--- src/rtl/alu_pkg.sv ---
// Shared definitions for the ALU and its result stage: default widths, control
// encodings and the buffered result entry layout.
package alu_pkg;

  localparam int unsigned DEF_WIDTH = 32;
  localparam int unsigned DEF_RD_W  = 5;

  typedef enum logic [2:0] {
    AluAdd = 3'b000,
    AluSub = 3'b001,
    AluOr  = 3'b010,
    AluAnd = 3'b011,
    AluXor = 3'b100,
    AluShl = 3'b101,
    AluShr = 3'b110
  } alu_ctrl_e;

  typedef struct packed {
    logic [DEF_WIDTH-1:0] result;
    logic                 zero;
    logic                 sign;
    logic [DEF_RD_W-1:0]  rd;
    logic                 wr_en;
    logic                 flag_we;
  } res_entry_t;

endpackage

--- src/rtl/alu_result_stage_if.sv ---
// Bundle of the result stage's ALU-side, writeback-side, flag and forwarding signals.
interface alu_result_stage_if #(
  parameter int unsigned WIDTH = alu_pkg::DEF_WIDTH,
  parameter int unsigned RD_W  = alu_pkg::DEF_RD_W
);
  logic             in_valid;
  logic             in_ready;
  logic [WIDTH-1:0] in_result;
  logic             in_zero;
  logic             in_sign;
  logic [RD_W-1:0]  in_rd;
  logic             in_wr_en;
  logic             in_flag_we;
  logic             flush;
  logic             out_valid;
  logic             out_ready;
  logic [WIDTH-1:0] out_result;
  logic [RD_W-1:0]  out_rd;
  logic             out_wr_en;
  logic             flag_z;
  logic             flag_s;
  logic             fwd_valid;
  logic [RD_W-1:0]  fwd_rd;
  logic [WIDTH-1:0] fwd_data;
  logic [1:0]       count;

  modport slave (
    input  in_valid, in_result, in_zero, in_sign, in_rd, in_wr_en, in_flag_we, flush,
    input  out_ready,
    output in_ready, out_valid, out_result, out_rd, out_wr_en,
    output flag_z, flag_s, fwd_valid, fwd_rd, fwd_data, count
  );

  modport master (
    output in_valid, in_result, in_zero, in_sign, in_rd, in_wr_en, in_flag_we, flush,
    output out_ready,
    input  in_ready, out_valid, out_result, out_rd, out_wr_en,
    input  flag_z, flag_s, fwd_valid, fwd_rd, fwd_data, count
  );
endinterface

--- src/rtl/alu_result_stage_fifo2_entries.sv ---
// Two-entry in-order buffer: entry registers, 1-bit head pointer and occupancy count.
module fifo2_entries
  import alu_pkg::*;
(
  input  logic       clk,
  input  logic       rst,
  input  logic       i_push,
  input  logic       i_pop,
  input  logic       i_flush,
  input  res_entry_t i_entry,
  output res_entry_t o_head,
  output res_entry_t o_tail,
  output logic [1:0] o_count
);

  res_entry_t r_entry [2];
  logic       r_head;
  logic [1:0] r_count;

  logic w_wr_idx;
  logic w_tail_idx;

  // Slot after the last occupied one; equals the head slot when empty.
  assign w_wr_idx   = r_head ^ r_count[0];
  assign w_tail_idx = r_head ^ r_count[1];

  always_ff @(posedge clk) begin
    if (rst) begin
      r_entry[0] <= '0;
      r_entry[1] <= '0;
      r_head     <= 1'b0;
      r_count    <= 2'd0;
    end else if (i_flush) begin
      r_head  <= 1'b0;
      r_count <= 2'd0;
    end else begin
      if (i_push) r_entry[w_wr_idx] <= i_entry;
      if (i_pop)  r_head <= ~r_head;
      case ({i_push, i_pop})
        2'b10:   r_count <= r_count + 2'd1;
        2'b01:   r_count <= r_count - 2'd1;
        default: r_count <= r_count;
      endcase
    end
  end

  assign o_head  = r_entry[r_head];
  assign o_tail  = r_entry[w_tail_idx];
  assign o_count = r_count;

endmodule

--- src/rtl/alu_result_stage.sv ---
// Execute-to-writeback stage: buffers ALU results, commits Z/S flags on pop and
// exports the youngest register-writing entry as a forwarding source.
module alu_result_stage
  import alu_pkg::*;
#(
  parameter int unsigned WIDTH = alu_pkg::DEF_WIDTH,
  parameter int unsigned RD_W  = alu_pkg::DEF_RD_W
) (
  input logic               clk,
  input logic               rst,
  alu_result_stage_if.slave bus
);

  res_entry_t       w_entry;
  res_entry_t       w_head;
  res_entry_t       w_tail;
  logic [1:0]       w_count;
  logic             w_in_ready;
  logic             w_out_valid;
  logic             w_push;
  logic             w_pop;
  logic             r_flag_z;
  logic             r_flag_s;
  logic [WIDTH-1:0] w_fwd_data;
  logic [RD_W-1:0]  w_fwd_rd;
  logic             w_fwd_valid;

  assign w_in_ready  = (w_count < 2'd2);
  assign w_out_valid = (w_count != 2'd0);
  assign w_push      = bus.in_valid && w_in_ready;
  assign w_pop       = w_out_valid && bus.out_ready;

  always_comb begin
    w_entry         = '0;
    w_entry.result  = bus.in_result;
    w_entry.zero    = bus.in_zero;
    w_entry.sign    = bus.in_sign;
    w_entry.rd      = bus.in_rd;
    // Register 0 is hardwired, so its writes are dropped at capture.
    w_entry.wr_en   = bus.in_wr_en && (bus.in_rd != '0);
    w_entry.flag_we = bus.in_flag_we;
  end

  fifo2_entries u_entries (
    .clk     (clk),
    .rst     (rst),
    .i_push  (w_push),
    .i_pop   (w_pop),
    .i_flush (bus.flush),
    .i_entry (w_entry),
    .o_head  (w_head),
    .o_tail  (w_tail),
    .o_count (w_count)
  );

  // A pop in a flush cycle is already architecturally complete, so it still commits.
  always_ff @(posedge clk) begin
    if (rst) begin
      r_flag_z <= 1'b0;
      r_flag_s <= 1'b0;
    end else if (w_pop && w_head.flag_we) begin
      r_flag_z <= w_head.zero;
      r_flag_s <= w_head.sign;
    end
  end

  always_comb begin
    w_fwd_valid = 1'b0;
    w_fwd_rd    = '0;
    w_fwd_data  = '0;
    if (w_count != 2'd0 && w_tail.wr_en) begin
      w_fwd_valid = 1'b1;
      w_fwd_rd    = w_tail.rd;
      w_fwd_data  = w_tail.result;
    end else if (w_count == 2'd2 && w_head.wr_en) begin
      w_fwd_valid = 1'b1;
      w_fwd_rd    = w_head.rd;
      w_fwd_data  = w_head.result;
    end
  end

  assign bus.in_ready   = w_in_ready;
  assign bus.out_valid  = w_out_valid;
  assign bus.out_result = w_out_valid ? w_head.result : '0;
  assign bus.out_rd     = w_out_valid ? w_head.rd : '0;
  assign bus.out_wr_en  = w_out_valid && w_head.wr_en;
  assign bus.flag_z     = r_flag_z;
  assign bus.flag_s     = r_flag_s;
  assign bus.fwd_valid  = w_fwd_valid;
  assign bus.fwd_rd     = w_fwd_rd;
  assign bus.fwd_data   = w_fwd_data;
  assign bus.count      = w_count;

endmodule

--- src/flat_wrapper.sv ---
// flat-port wrapper written by rule: the top's interface ports become plain ports
module alu_result_stage_flat import alu_pkg::*;
#(
  parameter int unsigned WIDTH = alu_pkg::DEF_WIDTH,
  parameter int unsigned RD_W  = alu_pkg::DEF_RD_W
)
  (clk, rst, bus_in_valid, bus_in_result, bus_in_zero, bus_in_sign, bus_in_rd, bus_in_wr_en, bus_in_flag_we, bus_flush, bus_out_ready, bus_in_ready, bus_out_valid, bus_out_result, bus_out_rd, bus_out_wr_en, bus_flag_z, bus_flag_s, bus_fwd_valid, bus_fwd_rd, bus_fwd_data, bus_count);
  alu_result_stage_if #(.WIDTH(WIDTH), .RD_W(RD_W)) bus_i ();
  input logic clk;
  input logic rst;
  input wire logic [$bits(bus_i.in_valid)-1:0] bus_in_valid;
  input wire logic [$bits(bus_i.in_result)-1:0] bus_in_result;
  input wire logic [$bits(bus_i.in_zero)-1:0] bus_in_zero;
  input wire logic [$bits(bus_i.in_sign)-1:0] bus_in_sign;
  input wire logic [$bits(bus_i.in_rd)-1:0] bus_in_rd;
  input wire logic [$bits(bus_i.in_wr_en)-1:0] bus_in_wr_en;
  input wire logic [$bits(bus_i.in_flag_we)-1:0] bus_in_flag_we;
  input wire logic [$bits(bus_i.flush)-1:0] bus_flush;
  input wire logic [$bits(bus_i.out_ready)-1:0] bus_out_ready;
  output wire logic [$bits(bus_i.in_ready)-1:0] bus_in_ready;
  output wire logic [$bits(bus_i.out_valid)-1:0] bus_out_valid;
  output wire logic [$bits(bus_i.out_result)-1:0] bus_out_result;
  output wire logic [$bits(bus_i.out_rd)-1:0] bus_out_rd;
  output wire logic [$bits(bus_i.out_wr_en)-1:0] bus_out_wr_en;
  output wire logic [$bits(bus_i.flag_z)-1:0] bus_flag_z;
  output wire logic [$bits(bus_i.flag_s)-1:0] bus_flag_s;
  output wire logic [$bits(bus_i.fwd_valid)-1:0] bus_fwd_valid;
  output wire logic [$bits(bus_i.fwd_rd)-1:0] bus_fwd_rd;
  output wire logic [$bits(bus_i.fwd_data)-1:0] bus_fwd_data;
  output wire logic [$bits(bus_i.count)-1:0] bus_count;
  assign bus_i.in_valid = bus_in_valid;
  assign bus_i.in_result = bus_in_result;
  assign bus_i.in_zero = bus_in_zero;
  assign bus_i.in_sign = bus_in_sign;
  assign bus_i.in_rd = bus_in_rd;
  assign bus_i.in_wr_en = bus_in_wr_en;
  assign bus_i.in_flag_we = bus_in_flag_we;
  assign bus_i.flush = bus_flush;
  assign bus_i.out_ready = bus_out_ready;
  assign bus_in_ready = bus_i.in_ready;
  assign bus_out_valid = bus_i.out_valid;
  assign bus_out_result = bus_i.out_result;
  assign bus_out_rd = bus_i.out_rd;
  assign bus_out_wr_en = bus_i.out_wr_en;
  assign bus_flag_z = bus_i.flag_z;
  assign bus_flag_s = bus_i.flag_s;
  assign bus_fwd_valid = bus_i.fwd_valid;
  assign bus_fwd_rd = bus_i.fwd_rd;
  assign bus_fwd_data = bus_i.fwd_data;
  assign bus_count = bus_i.count;
  alu_result_stage #(.WIDTH(WIDTH), .RD_W(RD_W)) u_core (.clk(clk), .rst(rst), .bus(bus_i));
endmodule
--- config.mk ---
export PLATFORM = sky130hd
export DESIGN_NAME = alu_result_stage_flat
export DESIGN_NICKNAME = d
export VERILOG_FILES = /design/src/rtl/alu_pkg.sv /design/src/rtl/alu_result_stage_if.sv /design/src/rtl/alu_result_stage_fifo2_entries.sv /design/src/rtl/alu_result_stage.sv /design/src/flat_wrapper.sv
export SDC_FILE = /design/constraint.sdc
export NUM_CORES = 1
export LEC_CHECK = 0
export ABC_AREA = 1
export CAP_MARGIN = 25
export CORE_MARGIN = 3
export CORE_UTILIZATION = 35
export DETAILED_ROUTE_END_ITERATION = 16
export PLACE_DENSITY_LB_ADDON = 0.15
export SYNTH_ARGS = -nofsm -noshare
export SYNTH_HDL_FRONTEND = slang
export SYNTH_SLANG_ARGS = --single-unit
export TNS_END_PERCENT = 20
--- constraint.sdc ---
create_clock -name clk -period 2.61 [get_ports clk]
set_input_delay 0.3915 -clock clk [delete_from_list [all_inputs] [get_ports clk]]
set_output_delay 0.3915 -clock clk [all_outputs]
set_load 0.01 [all_outputs]
==> flow_summary.toml <==
[status]
status = "complete, no violations"

[worst_setup_path]
crit_path_end_kind = "output port"
timing.critical_path.slowest_cell_delay_ns = 0.53
critPathMaxFanout = 52
required_ns = 2.22
worst-endpoint-arrival_ns = 2.13
cp-start-kind = "register"
standard_cell_with_the_maximum_stage_delay_on_the_critical_path = "sky130_fd_sc_hd__clkdlybuf4s50_1"
crit_top_cell = "sky130_fd_sc_hd__nand2_1"
path_cells = "buf_6 -> o21ai_0 -> nor2_1 -> nand2_1 -> nand2_1 -> clkdlybuf4s50_1"
worst-setup-path-type = "register to output port"

[detailed_routing]
detail_route.iter0.violations = 358
via_per_inst = 4.71
detail_route.first_pass.iterations = 4
ant_nets = 0
drt-wirelength-per-cell_um = 14.8
sum_of_routed_wire_length_over_all_layers_mm = 15.8
route.vias.total = 5016
detailed_route_drc_error_count = 0

[synth]
synth_seq_area_share = 0.470
synth-edff-count = 82
synth.yosys.warnings = 0
syn-instance-count = 738
syn_area_um2 = 5490
yosys_most_used_dff = "sky130_fd_sc_hd__edfxtp_1"
postSynthRegisterBits = 88
synth-async-reset-ratio = 0
postSynthNetCount = 785
ys_types = 24
avgSynthCellArea_um2 = 7.44

[layout]
final-seq-area_um2 = 2590
drive_above_1_share = 0.105
n_antenna_cell = 0
multi_input_area_um2 = 2270
syn_to_final_growth_pct = 33.0
finalNetCount = 896
final_cell_mix = "sky130_fd_sc_hd__nand2_1, sky130_fd_sc_hd__nor2_1, sky130_fd_sc_hd__clkdlybuf4s50_1"
most_common_cell_after_layout_fill_and_taps_aside = "sky130_fd_sc_hd__nand2_1"
final_cell_count_no_fill = 1065
nFillCells = 1511

[clock_tree]
clk_path_buf_depth = 2
clock_tree_from_tritoncts = "yes"
clock-sinks = 88
ctsHtreeMaxLevel = 3
clk_latency_ns = 0.33
clock_slew_at_reported_path_ffs_ns = 0.06
cts_buffers = 9
clk_root_buffer_cell = "sky130_fd_sc_hd__clkbuf_16"

[global_routing]
grt_usage = 0.185
grt_first_pass_wirelength_mm = 26.0
first_global_vias = 5085
initial_antenna_violation_count = 0
overflow = 0
grt_max_degree = 53

[die]
die_h_um = 131
ios = 128
die_w_um = 131
core-area_um2 = 15300
fp_rows = 45
floorplan.initialDensity = 0.360
die-area_um2 = 17200

[timing]
max_clock_freq_ghz = 0.397
final_hold_viol_count = 0
final_period_minus_worst_setup_slack_ns = 2.52
worst_clock_skew_ns = 0.00549
worst_max_slew_margin_expressed_relative_to_the_limit = 0.616
fin_ws_ns = 0.0908
finalSetupViolCount = 0
drv_slew = 0
period_share = 0.965
worst_slew_pin_slew_ns = 0.570

[place]
dp.cells = 1048
routabilityCongestion = 0.834
pre_cts_slack_ns = 0.114
buffer_ports.inserted = 127
hpwl_mm = 10.8

[power_and_ir_drop]
vdd.ir_drop.worst_mv = 0.367
leakagePower_nw = 3.18
power_per_cell_area_nw_per_um2 = 461

[flow_run]
cap_viol_max_count = 0

[worst_hold_path]
hold_path.class = "register to register"
logic make-up after synthesis:
| kind of cell | synth area share |
|---|---|
| DFF | 0.470 |
| xor gates and xnor gates | 0.00319 |
| adders and majority gates | 0.00228 |
| and+or+nand+nor | 0.361 |
| AOI/OAI and AO/OA | 0.0412 |
| buffers and inverters | 0.122 |
routing by layer:
metal | up-vias | routed length [um] | track usage
li1 | 2560 | - | -
met1 | 2285 | 6480 | 0.221
met2 | 159 | 8090 | 0.335
met3 | 12 | 1030 | 0.0352
met4 | 0 | 193 | 0.0583
met5 | - | 0 | 0
report_power, final:
part           switching [mW]  leakage (nW)  internal, mW
Sequential             0.0392         0.905          1.62
Clock                   0.504         0.129         0.630
Combinational           0.327          2.15         0.245
per-stage QoR:
| step | TNS [ns] | total power, mW | hold slack (ns) | cell area, um2 | utilization |
|---|---|---|---|---|---|
| 2_1_floorplan | 0 | 1.98 | 0.461 | 5490 | - |
| 3_3_place_gp | 0 | 2.24 | 0.458 | 6950 | 0.456 |
| 3_5_place_dp | 0 | 2.25 | 0.460 | 6950 | 0.456 |
| 4_1_cts | 0 | 3.39 | 0.472 | 7260 | 0.476 |
| 5_1_grt | -0.0174 | 3.54 | 0.481 | 7300 | 0.479 |
| 6_report | 0 | 3.36 | 0.466 | 7300 | 0.479 |
cell usage after synthesis (all sizes together) (2+ instances only):
cell type	number	area share
a21oi	5	0.0046
buf	47	0.059
clkbuf	7	0.0050
dfxtp	6	0.022
edfxtp	82	0.45
inv	86	0.059
nand2	177	0.12
nand3	118	0.11
nor2	162	0.12
o21ai	39	0.036
or2	2	0.0023
flip-flops by register name (all words and copies together) (netlist names), named ones only:
signal	flops
u_core.bus.flag_s	1
u_core.bus.flag_z	1
u_core.u_entries.o_count	2
u_core.u_entries.r_entry	82
u_core.u_entries.r_head	1
path summary, 6_finish.rpt:
path                                                   from                     endpoint  slack [ns]  cells after the start
worst max-delay path                               register             bus_fwd_data[15]        0.09                      6
worst min-delay path                      u_core.bus.flag_s            u_core.bus.flag_s        0.47                      2
worst max register to register  u_core.u_entries.o_count[1]  u_core.u_entries.o_count[1]        0.62                      7
worst min register to register            u_core.bus.flag_s            u_core.bus.flag_s        0.47                      2
what timing repair did:
action	CTS	global route
setup buffers	1	0
hold buffers	0	0
setup endpoints to repair	38	37
cloned	0	0
pin swaps	1	0
gates resized for setup	8	14
final cells by class:
class / count / share of cell area
well taps: 211 / 0.0361
inverters: 86 / 0.0442
multi-input cells: 510 / 0.311
repair buffers: 154 / 0.218
clock buffers: 10 / 0.0314
flip-flops and latches: 88 / 0.355
clock inverters: 6 / 0.00360
critical path, delay by kind of cell, from the launching register on:
family                 cells  cell delay (ns)
and+or+nand+nor            3             0.28
AOI/OAI and AO/OA          1             0.30
buffers and inverters      2             0.85
DFF                        1             0.36
(Power assumes the default switching activity.)
